==> src/rtl/sr_flag_arbiter.sv <==
// Set-dominant SR flag bank shared by NREQ requesters through a round-robin arbiter.
// Optional owner lock (req_lock/locked) is compiled in with SR_ARB_LOCK_EN.
module sr_flag_arbiter #(
  parameter int NREQ  = 4,
  parameter int NFLAG = 8,
  parameter int IDXW  = 3
) (
  input  logic                 clk,
  input  logic                 rst,
  input  logic [NREQ-1:0]      req,
  input  logic [NREQ-1:0]      req_set,
  input  logic [NREQ*IDXW-1:0] req_idx,
  input  logic [NFLAG-1:0]     s_vec,
  input  logic [NFLAG-1:0]     r_vec,
  output logic [NREQ-1:0]      gnt,
  output logic [NFLAG-1:0]     flags,
  output logic [NFLAG-1:0]     flags_n,
  output logic                 err
`ifdef SR_ARB_LOCK_EN
  ,
  input  logic [NREQ-1:0]      req_lock,
  output logic                 locked
`endif
);

  localparam int PW = (NREQ > 1) ? $clog2(NREQ) : 1;

  logic [PW-1:0]    ptr_q, ptr_d;
  logic [NFLAG-1:0] flags_q, flags_d, flags_n_q;
  logic             err_q, err_d;
  logic [NREQ-1:0]  elig;
  logic             in_lock;
  logic [PW-1:0]    win;
  logic             win_vld;
  logic [IDXW-1:0]  win_idx;
  logic             win_set;
  logic [NFLAG-1:0] cmd_hit, s_eff, r_eff;

  function automatic logic [PW-1:0] wrap_add(input logic [PW-1:0] a, input int b);
    int s;
    s = int'(a) + b;
    if (s >= NREQ) s = s - NREQ;
    return PW'(s);
  endfunction

`ifdef SR_ARB_LOCK_EN
  typedef enum logic {IDLE, LOCK} lock_state_e;
  lock_state_e   state_q, state_d;
  logic [PW-1:0] owner_q, owner_d;

  assign in_lock = (state_q == LOCK);
  assign locked  = in_lock;

  always_comb begin
    elig = req;
    if (in_lock) elig = req & (NREQ'(1) << owner_q);
  end

  always_comb begin
    state_d = state_q;
    owner_d = owner_q;
    case (state_q)
      IDLE: if (win_vld && req_lock[win]) begin
        state_d = LOCK;
        owner_d = win;
      end
      LOCK: if (!req[owner_q] || !req_lock[owner_q]) state_d = IDLE;
      default: state_d = IDLE;
    endcase
  end

  always_ff @(posedge clk) begin
    if (rst) begin
      state_q <= IDLE;
      owner_q <= '0;
    end else begin
      state_q <= state_d;
      owner_q <= owner_d;
    end
  end
`else
  assign in_lock = 1'b0;
  assign elig    = req;
`endif

  // Handshake: a requester holds req/req_set/req_idx stable until it sees gnt=1
  // at a rising edge; the command commits on that edge and gnt is combinational.
  always_comb begin
    win     = '0;
    win_vld = 1'b0;
    for (int i = 0; i < NREQ; i++) begin
      if (!win_vld && elig[wrap_add(ptr_q, i)]) begin
        win_vld = 1'b1;
        win     = wrap_add(ptr_q, i);
      end
    end
    if (rst) win_vld = 1'b0;
  end

  always_comb begin
    gnt = '0;
    if (win_vld) gnt = NREQ'(1) << win;
  end

  assign win_idx = req_idx[int'(win)*IDXW +: IDXW];
  assign win_set = req_set[win];

  // An out-of-range index matches no flag, so it only raises err.
  always_comb begin
    cmd_hit = '0;
    for (int f = 0; f < NFLAG; f++) begin
      cmd_hit[f] = win_vld && (int'(win_idx) == f);
    end
  end

  always_comb begin
    s_eff   = s_vec | (win_set ? cmd_hit : '0);
    r_eff   = r_vec | (win_set ? '0 : cmd_hit);
    flags_d = s_eff | (~r_eff & flags_q);
    err_d   = win_vld && (int'(win_idx) >= NFLAG);
    ptr_d   = ptr_q;
    if (win_vld && !in_lock) ptr_d = wrap_add(win, 1);
  end

  always_ff @(posedge clk) begin
    if (rst) begin
      ptr_q     <= '0;
      flags_q   <= '0;
      flags_n_q <= '1;
      err_q     <= 1'b0;
    end else begin
      ptr_q     <= ptr_d;
      flags_q   <= flags_d;
      flags_n_q <= ~flags_d;
      err_q     <= err_d;
    end
  end

  assign flags   = flags_q;
  assign flags_n = flags_n_q;
  assign err     = err_q;

endmodule

==> config.mk <==
export PLATFORM = sky130hd
export DESIGN_NAME = sr_flag_arbiter
export DESIGN_NICKNAME = d
export VERILOG_FILES = /design/src/rtl/sr_flag_arbiter.sv
export SDC_FILE = /design/constraint.sdc
export NUM_CORES = 1
export LEC_CHECK = 0
export CAP_MARGIN = 20
export CORE_MARGIN = 1.5
export CORE_UTILIZATION = 61
export CTS_CLUSTER_DIAMETER = 60
export CTS_CLUSTER_SIZE = 20
export DETAILED_ROUTE_END_ITERATION = 16
export DONT_BUFFER_PORTS = 1
export PLACE_DENSITY = 0.77
export REMOVE_ABC_BUFFERS = 1
export SLEW_MARGIN = 20
export SYNTH_ARGS = -nofsm -noshare
export SYNTH_HDL_FRONTEND = slang
export SYNTH_SLANG_ARGS = --single-unit
export TNS_END_PERCENT = 50
==> constraint.sdc <==
create_clock -name clk -period 3.6 [get_ports clk]
set_clock_uncertainty 0.1 [all_clocks]
set_input_delay 0.72 -clock clk [delete_from_list [all_inputs] [get_ports clk]]
set_output_delay 0.72 -clock clk [all_outputs]
set_load 0.02 [all_outputs]
Yosys cells after proc, flatten, opt, wreduce, memory -nomap -nowiden
Index checks and enable logic that the tools add are counted.
W data, S select, Z words.
- reductions and logical operators: 15
- order comparisons: 10
- add/subtract/negate cells: 9
- equal/unequal tests: 7
- multipliers: 1
- bitwise gates (word level): 6
- shift operators: 2
- multiplexer cells: 27
- operators by type and width (kind ; number):
    $or A8 B8 Y8 ; 3
    $mux W2 ; 9
    $mux W8 ; 2
    $not A8 Y8 ; 2
    $lt A2 B3 Y1 const B ; 5
    $eq A3 B3 Y1 const B ; 4
    $ge A3 B3 Y1 const B ; 4
    $shiftx A12 B5 Y3 ; 1
    $logic_and A1 B1 Y1 ; 11
    $bmux W1 S2 ; 5
    $mux W1 ; 10
    $sub A2 B1 Y2 const B ; 5
    $and A8 B8 Y8 ; 1
    $add A2 B1 Y3 const B ; 2
    $add A2 B2 Y3 const B ; 2
    $eq A3 B2 Y1 const B ; 2
    $mul A2 B2 Y4 const B ; 1
    $mux W4 ; 1
    $shl A1 B2 Y4 const A ; 1
    $eq A3 B1 Y1 const B ; 1
    $ge A2 B3 Y1 const B ; 1
    $logic_not A1 Y1 ; 3
    $logic_not A3 Y1 ; 1
- register bits after elaboration: 18
- word-level logic and storage cells: 80

Longest topological paths before layout
- word-level depth: 24
- depth in mapped cells: 8
- mapped depth without buffers: 8

Least setup slack after synthesis
No wires, ideal clock.
- kind: input to register
- start point: in req[2]
- end point: reg flags_q[7] (netlist: flags[7])
- required time: 3.385 ns
- slack: 0.723 ns
- stages: 8
- arrival: 2.662 ns
- path through: nor2b_2 -> a21o_1 -> a211oi_4 -> inv_4 -> a2111oi_4 -> nor2_2 -> or4_1 -> and3_1
- longest elaborated chain between the ends: 21
- elaborated cells between the ends (all ways): 36
- classes of those cells: 1 x mul; 1 x eq/ne; 1 x shift; 21 x mux; 5 x bitwise; 7 x reduce/logical
- ends and longest elaborated chain (item ; line ; text):
    from (decl) ; 10 ; input logic [NREQ-1:0] req,
    $bmux W1 S2 ; 92 ; if (!win_vld && elig[wrap_add(ptr_q, i)]) begin
    $mux W1 (not written as such) ; 92 ;
    $mux W1 ; 92 ;
    $logic_not A1 Y1 ; 92 ;
    $logic_and A1 B1 Y1 ; 92 ;
    $mux W1 ; 92 ;
    $logic_not A1 Y1 ; 92 ;
    $logic_and A1 B1 Y1 ; 92 ;
    [5 not listed] ; n/a ;
    $shiftx A12 B5 Y3 ; 105 ; assign win_idx = req_idx[int'(win)*IDXW +: IDXW];
    $eq A3 B1 Y1 ; 112 ; cmd_hit[f] = win_vld && (int'(win_idx) == f);
    $logic_and A1 B1 Y1 ; 112 ;
    $mux W8 ; 118 ; r_eff = r_vec | (win_set ? '0 : cmd_hit);
    $or A8 B8 Y8 ; 118 ;
    $not A8 Y8 ; 119 ; flags_d = s_eff | (~r_eff & flags_q);
    $and A8 B8 Y8 ; 119 ;
    $or A8 B8 Y8 (*) ; 119 ;
    to (signal assigned) ; 133 ; flags_q <= flags_d;
    to (decl) ; 29 ; logic [NFLAG-1:0] flags_q, flags_d, flags_n_q;
Every way passes the cells marked *; elsewhere a longest branch is shown, timed or not. The select of a mux whose other input is x is not followed.
A chain may end at the register's enable or synchronous reset.

Final worst setup path
- start point: in req[2]
- end point: out gnt[2]
- longest elaborated chain between the ends: 14
- elaborated cells between the ends (all ways): 25
- classes of those cells: 1 x shift; 18 x mux; 6 x reduce/logical
- ends and longest elaborated chain (item ; line ; text):
    $bmux W1 S2 ; 92 ;
    $mux W1 (not written as such) ; 92 ;
    $mux W1 ; 92 ;
    $logic_not A1 Y1 ; 92 ;
    $logic_and A1 B1 Y1 ; 92 ;
    $mux W1 ; 92 ;
    $logic_not A1 Y1 ; 92 ;
    $logic_and A1 B1 Y1 ; 92 ;
    $mux W1 ; 92 ;
    $logic_not A1 Y1 ; 92 ;
    $logic_and A1 B1 Y1 ; 92 ;
    $mux W2 / $mux W1 (equally long branches) ; 92 ;
    $shl A1 B2 Y4 / $mux W1 (equally long branches) ; 102, 97 ;
    $mux W4 (*) ; 102 ; if (win_vld) gnt = NREQ'(1) << win;
    to (decl) ; 15 ; output logic [NREQ-1:0] gnt,
Marked as above.

==> results.cfg <==
[layout]
diodes = 0
final_cell_mix = dfxtp_1 (18), a21oi_1 (17), nand3_1 (13)
multi_input_area_um2 = 740.7
synthToLayoutAreaGrowth_pct = 5.501
layout_commonest_cell = dfxtp_1
drive_gt1_share_pct = 17.86
fin_util_pct = 69.36
nets = 183
regArea_um2 = 360.3
fill_cells = 169

[sta]
grt_setup_unrepaired = false
fmax_mhz = 333.4
slew_viol_final = 0
min_period_over_period_pct = 83.30
relSlewSlack_pct = 60.64
hold_viol_final = 0
setup_tns_ns = 0
setup_viol = 0
tightestPinTransition_ns = 0.5740
min_period_ns = 2.999
whs_ns = 0.3893

[power]
p_per_area_nw_per_um2 = 541.7
peakVddDrop_uv = 329.4
p_leak_uw = 0.0005005

[worst_setup_path]
crit_arrival_ns = 2.18
crit_fanout = 11
critPathRequiredTime_ns = 2.78
end_kind = output pin
r2r_cells = 7
start_kind = input pin
crit_type = input pin to output pin

[routing]
routedWlPerCell_um = 16.56
drtIter0Drc = 22
drc = 0
final_antenna_net_count = 0
via_per_inst = 6.709
drt-total-wl_mm = 2.733
drt-pass1-iter-count = 4
num_vias = 1107

[floorplanning]
dieHeight_um = 46.61
initial_utilization_pct = 65.74
core_area_um2 = 1764
rows = 15
die_x_um = 46.61
io-pin-count = 59
dieArea_um2 = 2172

[yosys]
synthDistinctLibCells = 41
seq_area_frac_synth_pct = 31.07
ys_warn_count = 0
netlist_area_um2 = 1160
synth_cells = 137
ys_ff_latch = 18
syn_avg_cell_area_um2 = 8.466

[clock_tree]
ctsHoldBuffers = 0
clock_path_buffers = 2
htreeDepth = 1
cts_root_buf = clkbuf_4
cts_resized = 0
clk_pin_slew_ns = 0.09
cts_made_buffers = 3
post_cts_buffers = 0
worstSkewPairLatency_ns = 0.30
clock_sinks = 18
cts_tree = done

[run]
maxCapViolations = 0

[global_route]
overflow = 0
antenna_found_initial = 0
grt_first_pass_wirelength_mm = 4.464
track_usage_pct = 28.80
grt_pass1_vias = 1088
grt_max_degree = 14

[status]
status = complete, no violations

[hold_path]
hold_class = input pin to flip-flop
hold_depth = 1

[placement]
dpl.hpwl_mm = 2.171
finalWeightedCongestion = 0.8762
portBuffers = 0
==> registers in the layout, summed over array words and instances, names as in the netlist <==
name and count:
ptr_q 2, flags_n 8, flags 8
==> cell type report <==
class | instances | share of cell area, %
multi-input cells | 105 | 60.53
flip-flops and latches | 18 | 29.45
inverters | 12 | 3.885
clock buffers | 4 | 2.965
well taps | 25 | 2.556
repair buffers | 1 | 0.6135
==> metrics by stage <==
stage / area, µm² / worst slack (ns) / std cells / total power [µW]
final: 1224 / 0.6010 / 165 / 662.9
after global routing: 1224 / 0.5050 / 165 / 707.9
after CTS: 1224 / 0.6237 / 165 / 664.9
after detailed placement: 1187 / 0.5109 / 161 / 542.6
after global placement: 1187 / 0.5907 / 161 / 530.7
after floorplan: 1149 / 0.7226 / 135 / 490.6
==> worst max-delay path: stages <==
cell and delay [ns]:
nor2b_2 0.15, a21o_1 0.19, a211oi_4 0.56, inv_4 0.12, ha_1 0.23, and2_1 0.20
==> Yosys cell counts <==
library cell | n | area, µm²
nand2_2 | 1 | 6.260
or4_1 | 3 | 22.52
o31a_1 | 4 | 35.03
a211oi_2 | 1 | 12.51
mux2i_1 | 4 | 40.04
a21o_1 | 3 | 22.52
ha_1 | 4 | 50.05
nand4_1 | 3 | 18.77
o31ai_1 | 4 | 30.03
nor3_1 | 1 | 5.000
o22ai_1 | 1 | 6.260
inv_2 | 1 | 3.750
o21ai_0 | 6 | 30.03
clkbuf_1 | 1 | 3.750
o41ai_1 | 1 | 8.760
nor4_1 | 1 | 6.260
a211oi_1 | 1 | 7.510
and3_2 | 4 | 30.03
o211ai_1 | 2 | 15.01
conb_1 | 1 | 3.750
inv_4 | 1 | 6.260
nor2_1 | 3 | 11.26
nor2b_2 | 2 | 17.52
nor2b_1 | 1 | 6.260
buf_4 | 1 | 7.510
nand2_1 | 4 | 15.01
and3_1 | 3 | 18.77
a31o_2 | 4 | 35.03
a2111oi_4 | 1 | 27.53
nand2b_1 | 2 | 12.51
a2111oi_2 | 1 | 15.01
inv_1 | 10 | 37.54
o41a_2 | 1 | 12.51
nand3_1 | 13 | 65.06
a211oi_4 | 1 | 20.02
nor2_2 | 1 | 6.260
dfxtp_1 | 18 | 360.4
a211o_2 | 1 | 10.01
nor3b_1 | 1 | 7.510
and2_1 | 4 | 25.02
a21oi_1 | 17 | 85.08
==> layer usage <==
metal / part of all wire [%] / vias to the layer above / GRT usage [%]
li1: - / 526 / -
met1: 39 / 522 / 33.41
met2: 51 / 57 / 48.89
met3: 9.5 / 2 / 11.76
met4: 0.29 / 0 / 6.857
met5: 0 / - / 0
==> logic make-up (layout without fill, tap and decap cells) <==
| logic type | count (synthesis) | after routing | synth area share [%] |
|---|---|---|---|
| other | 1 | 1 | 0.3233 |
| adders and majority gates | 4 | 4 | 4.315 |
| DFF | 18 | 18 | 31.07 |
| buffers and inverters | 14 | 17 | 5.070 |
| AOI/OAI and AO/OA | 49 | 49 | 32.15 |
| and+or+nand+nor | 47 | 47 | 23.63 |
| muxes | 4 | 4 | 3.452 |
==> final timing paths <==
path	startpoint	end	slack (ns)
worst max-delay path	req[2]	gnt[2]	0.60
worst min register to register	ptr_q[0]	ptr_q[0]	0.46
worst max register to register	ptr_q[1]	flags[5]	0.87
worst min-delay path	rst	ptr_q[1]	0.39
==> power by group <==
group	switching, µW	total, µW	internal [µW]
logic	158	248	89.8
registers	58.8	292	234
clock network	61.1	123	61.8
total	278	663	385
No activity file was read; power rests on OpenSTA's default activity.
